<file path="src/rtl/bg_fetch_seq.sv">
// Background fetch slot sequencer: walks x across the 264-dot fetch window and decodes per-mode slots.
// Define BG_FETCH_SEQ_MOSAIC_EN to build the horizontal mosaic counter; otherwise the strobe is tied high.
module bg_fetch_seq (
    input  logic       clk,
    input  logic       reset,
    input  logic       dot_en,
    input  logic       line_start,
    input  logic [2:0] bg_mode,
    input  logic [3:0] mosaic_size,
    output logic [8:0] x,
    output logic [3:0] fetch_map,
    output logic [3:0] fetch_data,
    output logic [2:0] fetch_data_num,
    output logic       active,
    output logic       newline,
    output logic       mosaic_pixel_strobe
);

    localparam logic [8:0] LAST_X = 9'd263;

    typedef enum logic {
        IDLE,
        FETCH
    } state_t;

    typedef enum logic [1:0] {
        SLOT_IDLE,
        SLOT_MAP,
        SLOT_DATA
    } kind_t;

    typedef struct packed {
        kind_t      kind;
        logic [1:0] bg;
        logic [2:0] num;
    } slot_t;

    state_t     state;
    logic [2:0] mode_q;
    logic [2:0] slot;
    slot_t      cur;

    function automatic slot_t mk(input kind_t kind, input logic [1:0] bg, input logic [2:0] num);
        slot_t s;
        s.kind = kind;
        s.bg   = bg;
        s.num  = num;
        return s;
    endfunction

    // A line_start always wins, even mid-line, so an aborted line never finishes its fetches.
    always_ff @(posedge clk or posedge reset) begin
        if (reset) begin
            state   <= IDLE;
            x       <= 9'd0;
            newline <= 1'b0;
            mode_q  <= 3'd0;
        end else if (dot_en) begin
            if (line_start) begin
                state   <= FETCH;
                x       <= 9'd0;
                newline <= 1'b1;
                mode_q  <= bg_mode;
            end else begin
                newline <= 1'b0;
                if (state == FETCH) begin
                    if (x == LAST_X) begin
                        state <= IDLE;
                    end else begin
                        x <= x + 9'd1;
                    end
                end
            end
        end
    end

    assign active = (state == FETCH);
    assign slot   = x[2:0];

`ifdef BG_FETCH_SEQ_MOSAIC_EN
    logic [3:0] mosaic_cnt;
    logic [3:0] mosaic_size_q;

    always_ff @(posedge clk or posedge reset) begin
        if (reset) begin
            mosaic_cnt    <= 4'd0;
            mosaic_size_q <= 4'd0;
        end else if (dot_en) begin
            if (line_start) begin
                mosaic_cnt    <= 4'd0;
                mosaic_size_q <= mosaic_size;
            end else if (state == FETCH) begin
                mosaic_cnt <= (mosaic_cnt == mosaic_size_q) ? 4'd0 : mosaic_cnt + 4'd1;
            end
        end
    end

    assign mosaic_pixel_strobe = (mosaic_cnt == 4'd0);
`else
    logic unused_mosaic_size;
    assign unused_mosaic_size  = ^mosaic_size;
    assign mosaic_pixel_strobe = 1'b1;
`endif

    // bg is zero-based (BG1 = 0); OPT fetches are BG3 map slots carrying a sub-fetch index.
    always_comb begin
        cur = mk(SLOT_IDLE, 2'd0, 3'd0);
        case (mode_q)
            3'd0: begin
                cur = mk(slot[0] ? SLOT_DATA : SLOT_MAP, slot[2:1], 3'd0);
            end
            3'd1: begin
                case (slot)
                    3'd0: cur = mk(SLOT_MAP,  2'd0, 3'd0);
                    3'd1: cur = mk(SLOT_DATA, 2'd0, 3'd0);
                    3'd2: cur = mk(SLOT_DATA, 2'd0, 3'd2);
                    3'd3: cur = mk(SLOT_MAP,  2'd1, 3'd0);
                    3'd4: cur = mk(SLOT_DATA, 2'd1, 3'd0);
                    3'd5: cur = mk(SLOT_DATA, 2'd1, 3'd2);
                    3'd6: cur = mk(SLOT_MAP,  2'd2, 3'd0);
                    default: cur = mk(SLOT_DATA, 2'd2, 3'd0);
                endcase
            end
            3'd2: begin
                case (slot)
                    3'd0: cur = mk(SLOT_MAP,  2'd2, 3'd0);
                    3'd1: cur = mk(SLOT_MAP,  2'd2, 3'd1);
                    3'd2: cur = mk(SLOT_MAP,  2'd0, 3'd0);
                    3'd3: cur = mk(SLOT_DATA, 2'd0, 3'd0);
                    3'd4: cur = mk(SLOT_DATA, 2'd0, 3'd2);
                    3'd5: cur = mk(SLOT_MAP,  2'd1, 3'd0);
                    3'd6: cur = mk(SLOT_DATA, 2'd1, 3'd0);
                    default: cur = mk(SLOT_DATA, 2'd1, 3'd2);
                endcase
            end
            3'd3: begin
                case (slot)
                    3'd0: cur = mk(SLOT_MAP,  2'd0, 3'd0);
                    3'd1: cur = mk(SLOT_DATA, 2'd0, 3'd0);
                    3'd2: cur = mk(SLOT_DATA, 2'd0, 3'd2);
                    3'd3: cur = mk(SLOT_DATA, 2'd0, 3'd4);
                    3'd4: cur = mk(SLOT_DATA, 2'd0, 3'd6);
                    3'd5: cur = mk(SLOT_MAP,  2'd1, 3'd0);
                    3'd6: cur = mk(SLOT_DATA, 2'd1, 3'd0);
                    default: cur = mk(SLOT_DATA, 2'd1, 3'd2);
                endcase
            end
            3'd4: begin
                case (slot)
                    3'd0: cur = mk(SLOT_MAP,  2'd2, 3'd0);
                    3'd1: cur = mk(SLOT_MAP,  2'd0, 3'd0);
                    3'd2: cur = mk(SLOT_DATA, 2'd0, 3'd0);
                    3'd3: cur = mk(SLOT_DATA, 2'd0, 3'd2);
                    3'd4: cur = mk(SLOT_DATA, 2'd0, 3'd4);
                    3'd5: cur = mk(SLOT_DATA, 2'd0, 3'd6);
                    3'd6: cur = mk(SLOT_MAP,  2'd1, 3'd0);
                    default: cur = mk(SLOT_DATA, 2'd1, 3'd0);
                endcase
            end
            3'd5: begin
                case (slot)
                    3'd0: cur = mk(SLOT_MAP,  2'd0, 3'd0);
                    3'd1: cur = mk(SLOT_DATA, 2'd0, 3'd0);
                    3'd2: cur = mk(SLOT_DATA, 2'd0, 3'd1);
                    3'd3: cur = mk(SLOT_DATA, 2'd0, 3'd2);
                    3'd4: cur = mk(SLOT_DATA, 2'd0, 3'd3);
                    3'd5: cur = mk(SLOT_MAP,  2'd1, 3'd0);
                    3'd6: cur = mk(SLOT_DATA, 2'd1, 3'd0);
                    default: cur = mk(SLOT_DATA, 2'd1, 3'd1);
                endcase
            end
            3'd6: begin
                case (slot)
                    3'd0: cur = mk(SLOT_MAP,  2'd2, 3'd0);
                    3'd1: cur = mk(SLOT_MAP,  2'd2, 3'd1);
                    3'd2: cur = mk(SLOT_MAP,  2'd0, 3'd0);
                    3'd3: cur = mk(SLOT_DATA, 2'd0, 3'd0);
                    3'd4: cur = mk(SLOT_DATA, 2'd0, 3'd1);
                    3'd5: cur = mk(SLOT_DATA, 2'd0, 3'd2);
                    3'd6: cur = mk(SLOT_DATA, 2'd0, 3'd3);
                    default: cur = mk(SLOT_IDLE, 2'd0, 3'd0);
                endcase
            end
            default: cur = mk(SLOT_IDLE, 2'd0, 3'd0);
        endcase
    end

    always_comb begin
        fetch_map      = 4'd0;
        fetch_data     = 4'd0;
        fetch_data_num = 3'd0;
        if (active) begin
            case (cur.kind)
                SLOT_MAP: begin
                    fetch_map[cur.bg] = 1'b1;
                    fetch_data_num    = cur.num;
                end
                SLOT_DATA: begin
                    fetch_data[cur.bg] = 1'b1;
                    fetch_data_num     = cur.num;
                end
                default: begin
                end
            endcase
        end
    end

endmodule

</file>
<file path="config.mk">
export PLATFORM = sky130hd
export DESIGN_NAME = bg_fetch_seq
export DESIGN_NICKNAME = d
export VERILOG_FILES = /design/src/rtl/bg_fetch_seq.sv
export SDC_FILE = /design/constraint.sdc
export NUM_CORES = 1
export LEC_CHECK = 0
export CAP_MARGIN = 0
export CORE_MARGIN = 1
export CORE_UTILIZATION = 40
export CTS_BUF_LIST = sky130_fd_sc_hd__clkbuf_8
export CTS_CLUSTER_DIAMETER = 200
export CTS_CLUSTER_SIZE = 8
export DETAILED_ROUTE_END_ITERATION = 8
export GPL_TIMING_DRIVEN = 0
export PLACE_DENSITY = 0.66
export RECOVER_POWER = 25
export SLEW_MARGIN = 20
export SYNTH_ARGS = -nofsm -noshare
export SYNTH_HDL_FRONTEND = slang
export SYNTH_SLANG_ARGS = --single-unit
</file>
<file path="constraint.sdc">
create_clock -name clk -period 4.85 [get_ports clk]
set_clock_uncertainty 0.2 [all_clocks]
set_input_delay 0.485 -clock clk [delete_from_list [all_inputs] [get_ports clk]]
set_output_delay 0.485 -clock clk [all_outputs]
set_load 0.01 [all_outputs]
</file>
==> metrics.md, run 1 <==
| Metric | Value |
|---|---|
| Sequential Power Share | `22.5%` |
| Crit-path slowest cell | `or4_1` |
| Min-delay src | `newline$_DFFE_PP0P_` |
| Starting Density | `41.6%` |
| Logic pwr share | `59.5%` |
| Total Neg Setup Slack | `0 ps` |
| Worst-Margin Slew | `599 ps` |
| CTS H-tree depth | `1` |
| Ys Warns | `0` |
| Async set-or-reset flop fraction in the synthesized netlist | `100%` |
| Ports | `34` |
| Sequential area share after synthesis | `23.0%` |
| Kind of critical path | `reg -> out` |
| Setup violators final | `0` |
| CTS resizes | `0` |
| CTS root buf | `clkbuf_8` |
| Compound-Gate Fraction of Synth Area | `29.6%` |
| Final hold viol count | `0` |
| Max-slew violations | `0` |
| Buffers on Ports | `28` |
| Row Count | `22` |
| #FFs+latches synth | `14` |
| Worst path most repeated cell | `ha_1` |
| P_int | `0.359 mW` |
| Worst r2r dst | `x[1]$_DFFE_PP0P_` |
| Num Clock Sinks | `14` |
| R2r worst-path depth | `6` |
| Placed Area | `1860 um^2` |
| FF+latch area | `350 um^2` |
| Top_reg_cell synth | `dfrtp_1` |
| Die height | `63.7 um` |
| Adder-Cell Fraction of Synth Area | `5.75%` |
| First-pass GRT wire length | `7160 um` |
| Largest net degree at the start of global routing | `15` |
| # diodes | `0` |
| Mux contribution to synthesized area | `2.88%` |
| R2r setup slk | `2380 ps` |
| Maximum VDD drop | `0.178 mV` |
| RSZ-0062 raised after global routing | `false` |
| Syn Area/Cell | `8.19 um^2` |
| Detailed Route WL | `4430 um` |
| Tmin final | `4510 ps` |
| Antenna violations before repair | `0` |
| Post-synthesis xor/xnor area fraction | `2.88%` |
| GRT overflow | `0` |
| Min-Delay Endpoint | `newline$_DFFE_PP0P_` |
| Setup WS pre-CTS | `625 ps` |
| DRT antenna net count | `0` |
| # fillers | `356` |
| CP max FO | `10` |
| Die ar. | `4060 um^2` |
| Drt pass-1 iters | `4` |
| Hold Path Class | `reg -> reg` |
| Total CTS buffers | `3` |
| Total power per unit cell area | `326 nW/um^2` |
| Routed length per instance | `16.6 um` |
| Post-synthesis net count | `204` |
| Leak Pwr | `0.745 nW` |
| Layout overhead on the synthesized area | `26.0%` |
| Slew headroom | `59.1%` |
| Hold_buf cts | `0` |
| Setup crit end kind | `output port` |
| Power share of the clock group | `18.0%` |
| Worst endpoint required time | `4160 ps` |
| Share of layout cells above drive strength 1 | `10.6%` |
| Crit start category | `flop` |
| Largest family of logic cells by synthesized area | `compound AO/OA/AOI/OAI gates` |
| Post-route total power | `0.625 mW` |
| Multi-input gate area in the final layout | `1040 um^2` |
| Synth unique cells | `60` |
| Via count | `1,651` |
| Initial DRC Count | `177` |
| Routability congestion estimate | `0.932` |
| Cell Area, Synth | `1520 um^2` |
| Final period util | `93.0%` |
| Critical Path AT | `3820 ps` |
| P_sw | `0.266 mW` |
| Post-DP HPWL | `3250 um` |
| Max_cap viols | `0` |
| Clock Tree Buf Depth | `2` |
| Post-CTS Setup Bufs | `0` |
| Final worst slack | `341 ps` |
| Nets | `237` |
| Crit-path max cell delay | `570 ps` |
| Clock Latency Late Sink | `250 ps` |
| Design Area, Final | `1920 um^2` |
| CTS tree | `yes` |
| EDFF count, synth | `0` |
| Status | `completed` |
| Switching Share | `42.6%` |
| Total Routing Usage GR | `22.5%` |
| Vias per std cell | `6.21` |
| Vias in the first global route | `1,627` |
| Crit path cell chain | `inv_1 -> ha_1 -> clkbuf_1 -> a221o_1 -> or4_1 -> o211ai_1 -> ha_1 -> a211o_1 -> a31oi_1 -> clkdlybuf4s50_1` |
| Simple-gate share of the synthesized area | `27.1%` |
| DRC violations left | `0` |
| Max Freq | `222 MHz` |
| DIE WIDTH | `63.7 um` |
| Worst hold path stage count | `2` |
| Post-Synthesis Cells | `186` |
| Core Area | `3660 um^2` |
| Worst R2R Start | `x[0]$_DFFE_PP0P_` |
| Clock-pin slew on the worst setup and hold paths | `60 ps` |
[per-layer routing]
metal | GRT usage, % | part of all wire, % | vias to the layer above
met5 | 0 | 0 | -
met4 | 15.9 | 3.5 | 0
met3 | 2.17 | 5.8 | 20
met2 | 37.2 | 47 | 76
met1 | 27.0 | 44 | 781
li1 | - | - | 774
[flip-flops by register name, summed over array words and instances (netlist names)]
signal,flops
x,9
active,1
newline,1
mode_q,3
[kinds of logic (layout without fill, tap and decap cells)]
kind of cell	after synthesis	count (layout)
simple gates	66	66
compound gates	63	63
buf+inv	26	58
flops	14	14
fa+ha+maj	7	7
xor+xnor	5	5
mux	4	4
other cells	1	1
[worst max path at each step]
| stage | startpoint | to | slack (ps) |
|---|---|---|---|
| final | x[0]$_DFFE_PP0P_ | fetch_data_num[1] | 340 |
| after global routing | x[0]$_DFFE_PP0P_ | fetch_data_num[1] | 180 |
| after CTS | x[0]$_DFFE_PP0P_ | fetch_data_num[1] | 350 |
| after detailed placement | x[0]$_DFFE_PP0P_ | fetch_data_num[1] | 620 |
| after global placement | x[0]$_DFFE_PP0P_ | fetch_data_num[0] | 670 |
| after floorplan | x[0]$_DFFE_PP0P_ | fetch_data_num[1] | 1380 |
[through the flow]
step / utilization (%) / hold slack [ps] / instances
3_3_place_gp: 50.9 / 317 / 262
6_report: 52.4 / 330 / 266
5_1_grt: 52.4 / 387 / 266
3_5_place_dp: 50.9 / 330 / 262
2_1_floorplan: - / 174 / 186
4_1_cts: 52.4 / 340 / 266
[placed cells by master, fill, tap and decap left out, drive strengths merged, types with 7 or more instances in the layout]
master,instances
clkdlybuf4s50,27
ha,7
inv,7
a21oi,13
nand2,11
clkbuf,13
nor3,8
o21ai,9
dfrtp,14
buf,10
[critical path: cells and delay by family (launching register included)]
kind | cells | cell delay (ps)
simple gates | 1 | 570
buf+inv | 3 | 940
compound gates | 4 | 1040
flops | 1 | 490
fa+ha+maj | 2 | 530
[synthesized netlist by cell type, types with 5 or more instances]
cell type	n	area (um^2)
dfrtp_1	14	350
a21oi_1	13	65.1
nand2_1	11	41.3
clkbuf_1	9	33.8
o21ai_0	9	45.0
ha_1	7	87.6
inv_1	7	26.3
nor3_1	7	35.0
a211oi_1	5	37.5
buf_2	5	25.0
nand2b_1	5	31.3
nor2_1	5	18.8
nor2b_1	5	31.3
nor4_1	5	31.3
[cell type report]
class	instances	area share [%]
multi-input combinational	146	54.3
tap	48	3.13
sequential	14	18.3
clock buffer	4	2.87
timing repair buffer	28	14.6
inverter	7	1.37
buffer	19	5.41
[power by group through the flow]
stage | Combinational, mW | Sequential, mW | Clock, mW
6_report | 0.372 | 0.140 | 0.112
5_1_grt | 0.402 | 0.142 | 0.118
4_1_cts | 0.366 | 0.141 | 0.116
3_5_place_dp | 0.364 | 0.143 | 0
3_3_place_gp | 0.358 | 0.142 | 0
2_1_floorplan | 0.256 | 0.144 | 0
Power figures use the tool's default switching activity.
==> run 2, diff against run 1 <==
==> constraint.sdc (replaced) <==
create_clock -name clk -period 4.85 [get_ports clk]
set_clock_uncertainty 0.2 [all_clocks]
set_input_delay 0.97 -clock clk [delete_from_list [all_inputs] [get_ports clk]]
set_output_delay 0.97 -clock clk [all_outputs]
set_load 0.01 [all_outputs]
==> metrics.md, run 2 (same netlist as run 1, synthesis figures left out) <==
| Metric | Value |
|---|---|
| Status | `completed (unchanged)` |
| Initial DRC Count | `187 (was 177)` |
| CP max FO | `10 (unchanged)` |
| Max-slew violations | `0 (unchanged)` |
| R2r setup slk | `2440 ps (was 2380 ps)` |
| Total Neg Setup Slack | `0 ps (unchanged)` |
| Setup crit end kind | `output port (unchanged)` |
| Starting Density | `41.6% (unchanged)` |
| Buffers on Ports | `28 (unchanged)` |
| Worst-Margin Slew | `524 ps (was 599 ps)` |
| Critical Path AT | `3380 ps (was 3820 ps)` |
| Kind of critical path | `reg -> out (unchanged)` |
| Total power per unit cell area | `323 nW/um^2 (was 326 nW/um^2)` |
| First-pass GRT wire length | `7160 um (unchanged)` |
| Die height | `63.7 um (unchanged)` |
| Worst r2r dst | `x[1]$_DFFE_PP0P_ (unchanged)` |
| Clock-pin slew on the worst setup and hold paths | `60 ps (about the same)` |
| Hold_buf cts | `0 (unchanged)` |
| Slew headroom | `65.0% (was 59.1%)` |
| Placed cell count | `262 (unchanged)` |
| Via count | `1,659 (was 1,651)` |
| Crit-path max cell delay | `580 ps (was 570 ps)` |
| Hold Path Class | `reg -> reg (unchanged)` |
| Largest registers | `x x9, mode_q x3 (unchanged)` |
| Clock Latency Late Sink | `250 ps (about the same)` |
| Largest net degree at the start of global routing | `15 (unchanged)` |
| Nets | `239 (was 237)` |
| Total CTS buffers | `3 (unchanged)` |
| Min-delay src | `newline$_DFFE_PP0P_ (unchanged)` |
| CTS root buf | `clkbuf_8 (unchanged)` |
| Drt pass-1 iters | `4 (unchanged)` |
| Antenna violations before repair | `0 (unchanged)` |
| Placed Area | `1860 um^2 (unchanged)` |
| Leak Pwr | `0.811 nW (was 0.745 nW)` |
| Core Area | `3660 um^2 (unchanged)` |
| Final period util | `93.9% (was 93.0%)` |
| Design Area, Final | `1950 um^2 (was 1920 um^2)` |
| Setup crit end | `fetch_map[1] (was fetch_data_num[1])` |
| GRT overflow | `0 (unchanged)` |
| RSZ-0062 raised after global routing | `false (unchanged)` |
| CTS tree | `yes (unchanged)` |
| Worst endpoint required time | `3680 ps (was 4160 ps)` |
| R2r worst-path depth | `6 (unchanged)` |
| Routed length per instance | `16.5 um (was 16.6 um)` |
| CTS H-tree depth | `1 (unchanged)` |
| Most common cell after layout, fill and taps aside | `clkdlybuf4s50_1 (unchanged)` |
| Die ar. | `4060 um^2 (unchanged)` |
| Vias per std cell | `6.19 (was 6.21)` |
| Largest register FFs | `9 (unchanged)` |
| Vias in the first global route | `1,627 (unchanged)` |
| Multi-input gate area in the final layout | `1050 um^2 (was 1040 um^2)` |
| Detailed Route WL | `4420 um (was 4430 um)` |
| Crit path cell chain | `inv_1 -> ha_1 -> buf_2 -> a221o_1 -> or4_1 -> o211ai_1 -> ha_1 -> o2111ai_1 -> a21oi_1 -> clkdlybuf4s50_1 (was inv_1 -> ha_1 -> clkbuf_1 -> a221o_1 -> or4_1 -> o211ai_1 -> ha_1 -> a211o_1 -> a31oi_1 -> clkdlybuf4s50_1)` |
| Share of layout cells above drive strength 1 | `14.1% (was 10.6%)` |
| Final hold viol count | `0 (unchanged)` |
| # fillers | `351 (was 356)` |
| Post-DP HPWL | `3250 um (unchanged)` |
| Total Routing Usage GR | `22.5% (unchanged)` |
| Clock Tree Buf Depth | `2 (unchanged)` |
| Maximum VDD drop | `0.178 mV (about the same)` |
| Largest register by flop count | `x (unchanged)` |
| Worst hold path stage count | `2 (unchanged)` |
| FF+latch area | `353 um^2 (was 350 um^2)` |
| Final cell count without fillers | `268 (was 266)` |
| Worst path most repeated cell | `ha_1 (unchanged)` |
| Worst R2R Start | `x[0]$_DFFE_PP0P_ (unchanged)` |
| Routability congestion estimate | `0.932 (unchanged)` |
| Layout overhead on the synthesized area | `28.3% (was 26.0%)` |
| DRC violations left | `0 (unchanged)` |
| Crit-path slowest cell | `or4_1 (unchanged)` |
| Row Count | `22 (unchanged)` |
| DRT antenna net count | `0 (unchanged)` |
| Max Freq | `220 MHz (was 222 MHz)` |
| Crit start category | `flop (unchanged)` |
| Tmin final | `4550 ps (was 4510 ps)` |
| Max_cap viols | `0 (unchanged)` |
| # diodes | `0 (unchanged)` |
| Num Clock Sinks | `14 (unchanged)` |
| Critical path startpoint | `x[0]$_DFFE_PP0P_ (unchanged)` |
| DIE WIDTH | `63.7 um (unchanged)` |
| Most frequent cells in the layout | `24 x clkdlybuf4s50_1, 13 x a21oi_1, 12 x dfrtp_1, 11 x nand2_1, 9 x o21ai_0 (was 27 x clkdlybuf4s50_1, 14 x dfrtp_1, 13 x a21oi_1, 11 x nand2_1)` |
| Setup violators final | `0 (unchanged)` |
| Ports | `34 (unchanged)` |
==> run 2: routing by layer <==
layer	global-route usage [%]	wire [um]
met4	15.9	161
met5	0	0
met2	37.2	2100
met1	27.0	1870
met3	2.17	286
==> run 2: metrics by stage <==
| step | hold WS [ps] | utilization (%) | power [mW] | setup slack (ps) |
|---|---|---|---|---|
| 3_5_place_dp | 330 | 50.9 | 0.507 | 140 |
| 5_1_grt | 387 | 53.4 | 0.670 | 117 |
| 6_report | 330 | 53.4 | 0.631 | 298 |
| 3_3_place_gp | 317 | 50.9 | 0.500 | 182 |
| 4_1_cts | 340 | 52.5 | 0.623 | 15.6 |
| 2_1_floorplan | 349 | - | 0.400 | 896 |
==> run 2: worst min-delay path by stage <==
stage,end,slack (ps)
2_1_floorplan,newline$_DFFE_PP0P_,350
3_3_place_gp,newline$_DFFE_PP0P_,320
3_5_place_dp,newline$_DFFE_PP0P_,330
4_1_cts,newline$_DFFE_PP0P_,340
5_1_grt,newline$_DFFE_PP0P_,390
6_report,newline$_DFFE_PP0P_,330
==> run 2: cell type report <==
class	count	share of cell area [%]
well taps	48	3.07
clock buffers	4	2.82
multi-input cells	146	53.6
plain buffers	19	5.57
inverters	7	1.34
repair buffers	30	15.5
flip-flops and latches	14	18.1
==> run 2: where the power goes <==
part	internal [mW]	switching, mW	total, mW
Clock	0.0719	0.0403	0.112
Sequential	0.129	0.0101	0.139
Combinational	0.164	0.215	0.379
==> run 2: repair_timing <==
action                                  4_1_cts  5_1_grt
resized for setup                             3       11
pin swaps                                     0        0
endpoints found under the setup margin        3        3
setup buffers                                 0        2
==> run 2: worst max-delay path, delay by kind of cell (launching register included) <==
kind	cells	cell delay, ps
buffers and inverters	3	880
AO/OA/AOI/OAI	4	820
AND/OR/NAND/NOR	1	580
adder cells (fa/ha/maj)	2	470
flip-flops	1	410
==> run 3, diff against run 2 <==
- clock period: 4.85 -> 4.7 ns (I/O delays scaled with it)
==> metrics.md, run 3 (same netlist as run 1, synthesis figures left out) <==
| Metric | Value |
|---|---|
| Status | `completed (unchanged)` |
| Total power per unit cell area | `333 nW/um^2 (was 323 nW/um^2)` |
| Vias per std cell | `6.14 (was 6.19)` |
| Met1 wire length | `1890 um (was 1870 um)` |
| Kind of critical path | `reg -> out (unchanged)` |
| # diodes | `0 (unchanged)` |
| Multi-input gate area in the final layout | `1050 um^2 (unchanged)` |
| Most common cell after layout, fill and taps aside | `clkdlybuf4s50_1 (unchanged)` |
| DRT antenna net count | `0 (unchanged)` |
| Hold Path Class | `reg -> reg (unchanged)` |
| Worst r2r dst | `x[1]$_DFFE_PP0P_ (unchanged)` |
| Share of layout cells above drive strength 1 | `14.8% (was 14.1%)` |
| Hold_buf cts | `0 (unchanged)` |
| Post-route total power | `0.658 mW (was 0.631 mW)` |
| Buffers on Ports | `28 (unchanged)` |
| Top Layer Used | `met4 (unchanged)` |
| Clock-pin slew on the worst setup and hold paths | `50 ps (was 60 ps)` |
| R2r setup slk | `2300 ps (was 2440 ps)` |
| Starting Density | `41.6% (unchanged)` |
| Worst-Margin Slew | `536 ps (was 524 ps)` |
| Clock Tree Buf Depth | `2 (unchanged)` |
| Largest register FFs | `9 (unchanged)` |
| Leak Pwr | `0.824 nW (was 0.811 nW)` |
| # fillers | `349 (was 351)` |
| Die ar. | `4060 um^2 (unchanged)` |
| Setup violators final | `0 (unchanged)` |
| CTS H-tree depth | `1 (unchanged)` |
| Critical Path AT | `3340 ps (was 3380 ps)` |
| Setup crit end | `fetch_map[1] (unchanged)` |
| DRC violations left | `0 (unchanged)` |
| Max_cap viols | `0 (unchanged)` |
| Largest registers | `x x9, mode_q x3 (unchanged)` |
| Detailed Route WL | `4450 um (was 4420 um)` |
| Worst R2R Start | `x[0]$_DFFE_PP0P_ (unchanged)` |
| GRT overflow | `0 (unchanged)` |
| Clock Latency Late Sink | `250 ps (about the same)` |
| Die height | `63.7 um (unchanged)` |
| Maximum VDD drop | `0.207 mV (was 0.178 mV)` |
| Num Clock Sinks | `14 (unchanged)` |
| Final hold viol count | `0 (unchanged)` |
| Worst endpoint required time | `3560 ps (was 3680 ps)` |
| Final worst slack | `221 ps (was 298 ps)` |
| Routed length per instance | `16.4 um (was 16.5 um)` |
| Largest register by flop count | `x (unchanged)` |
| R2r worst-path depth | `6 (unchanged)` |
| Via count | `1,665 (was 1,659)` |
| DIE WIDTH | `63.7 um (unchanged)` |
| Antenna violations before repair | `0 (unchanged)` |
| Total Neg Setup Slack | `0 ps (unchanged)` |
| Tmin final | `4480 ps` |
| Critical path startpoint | `x[0]$_DFFE_PP0P_ (unchanged)` |
| Most frequent cells in the layout | `24 x clkdlybuf4s50_1, 13 x a21oi_1, 12 x dfrtp_1, 11 x nand2_1, 9 x o21ai_0 (unchanged)` |
| First-pass GRT wire length | `7350 um (was 7160 um)` |
| DR WL met2 | `2140 um (was 2100 um)` |
| Total CTS buffers | `3 (unchanged)` |
| Routability congestion estimate | `0.932 (unchanged)` |
| Row Count | `22 (unchanged)` |
| RSZ-0062 raised after global routing | `false (unchanged)` |
| Hold slack | `330 ps (about the same)` |
| Slew headroom | `64.2% (was 65.0%)` |
| Largest net degree at the start of global routing | `15 (unchanged)` |
| Final period util | `95.3%` |
| Setup WS pre-CTS | `19.6 ps (was 140 ps)` |
| Met3 wire length | `258 um (was 286 um)` |
| FF+latch area | `353 um^2 (unchanged)` |
| Nets | `242 (was 239)` |
| Vias in the first global route | `1,653 (was 1,627)` |
| CP max FO | `10 (unchanged)` |
| Crit start category | `flop (unchanged)` |
| Setup crit end kind | `output port (unchanged)` |
| Core Area | `3660 um^2 (unchanged)` |
| Max Freq | `223 MHz` |
| Drt pass-1 iters | `4 (unchanged)` |
| Max-slew violations | `0 (unchanged)` |
| CTS root buf | `clkbuf_8 (unchanged)` |
| Layout overhead on the synthesized area | `29.9% (was 28.3%)` |
| Ports | `34 (unchanged)` |
| Post-DP HPWL | `3250 um (unchanged)` |
| Initial DRC Count | `205 (was 187)` |
| CTS tree | `yes (unchanged)` |
| Total Routing Usage GR | `23.1% (was 22.5%)` |
run 3: where the power goes:
| part | switching [mW] | internal [mW] |
|---|---|---|
| combinational | 0.224 | 0.175 |
| sequential | 0.00896 | 0.133 |
| clock | 0.0430 | 0.0743 |
run 3: final cells by class:
class / instances / area share (%)
multi-input cells: 146 / 53.0
flip-flops and latches: 14 / 17.8
repair buffers: 33 / 16.4
plain buffers: 19 / 5.57
well taps: 48 / 3.04
clock buffers: 4 / 2.78
inverters: 7 / 1.33
run 3: worst min path at each step:
stage	start	end	slack [ps]	depth (start not counted)
after floorplan	newline$_DFFE_PP0P_	newline$_DFFE_PP0P_	350	2
after global placement	newline$_DFFE_PP0P_	newline$_DFFE_PP0P_	320	2
after detailed placement	newline$_DFFE_PP0P_	newline$_DFFE_PP0P_	330	2
after CTS	newline$_DFFE_PP0P_	newline$_DFFE_PP0P_	340	2
after global routing	newline$_DFFE_PP0P_	newline$_DFFE_PP0P_	390	2
final	newline$_DFFE_PP0P_	newline$_DFFE_PP0P_	330	2
run 3: layer usage:
layer | track usage, % | up-vias
met5 | 0 | -
met2 | 39.0 | 79
met1 | 27.3 | 787
li1 | - | 780
met3 | 2.17 | 19
met4 | 15.6 | 0
run 3: worst max-delay path: stages (launching register included):
cell and delay [ps]:
dfrtp_2 390, inv_1 100, ha_1 260, clkbuf_4 200
a221o_1 390, or4_1 570, o211ai_1 130, ha_1 210
o2111ai_1 140, a21oi_1 160, clkdlybuf4s50_1 570
run 3: stage by stage:
stage / area, um^2 / std cells / utilization (%)
finish: 1980 / 271 / 54.0
global route: 1980 / 271 / 54.0
CTS: 1970 / 271 / 53.7
detailed placement: 1860 / 262 / 50.9
global placement: 1860 / 262 / 50.9
floorplan: 1520 / 186 / -
run 3: what timing repair did:
item,in CTS,in global routing
setup endpoints to repair,7,3
endpoints found under the hold margin,0,0
buffers inserted,5,0
gates resized for setup,6,5
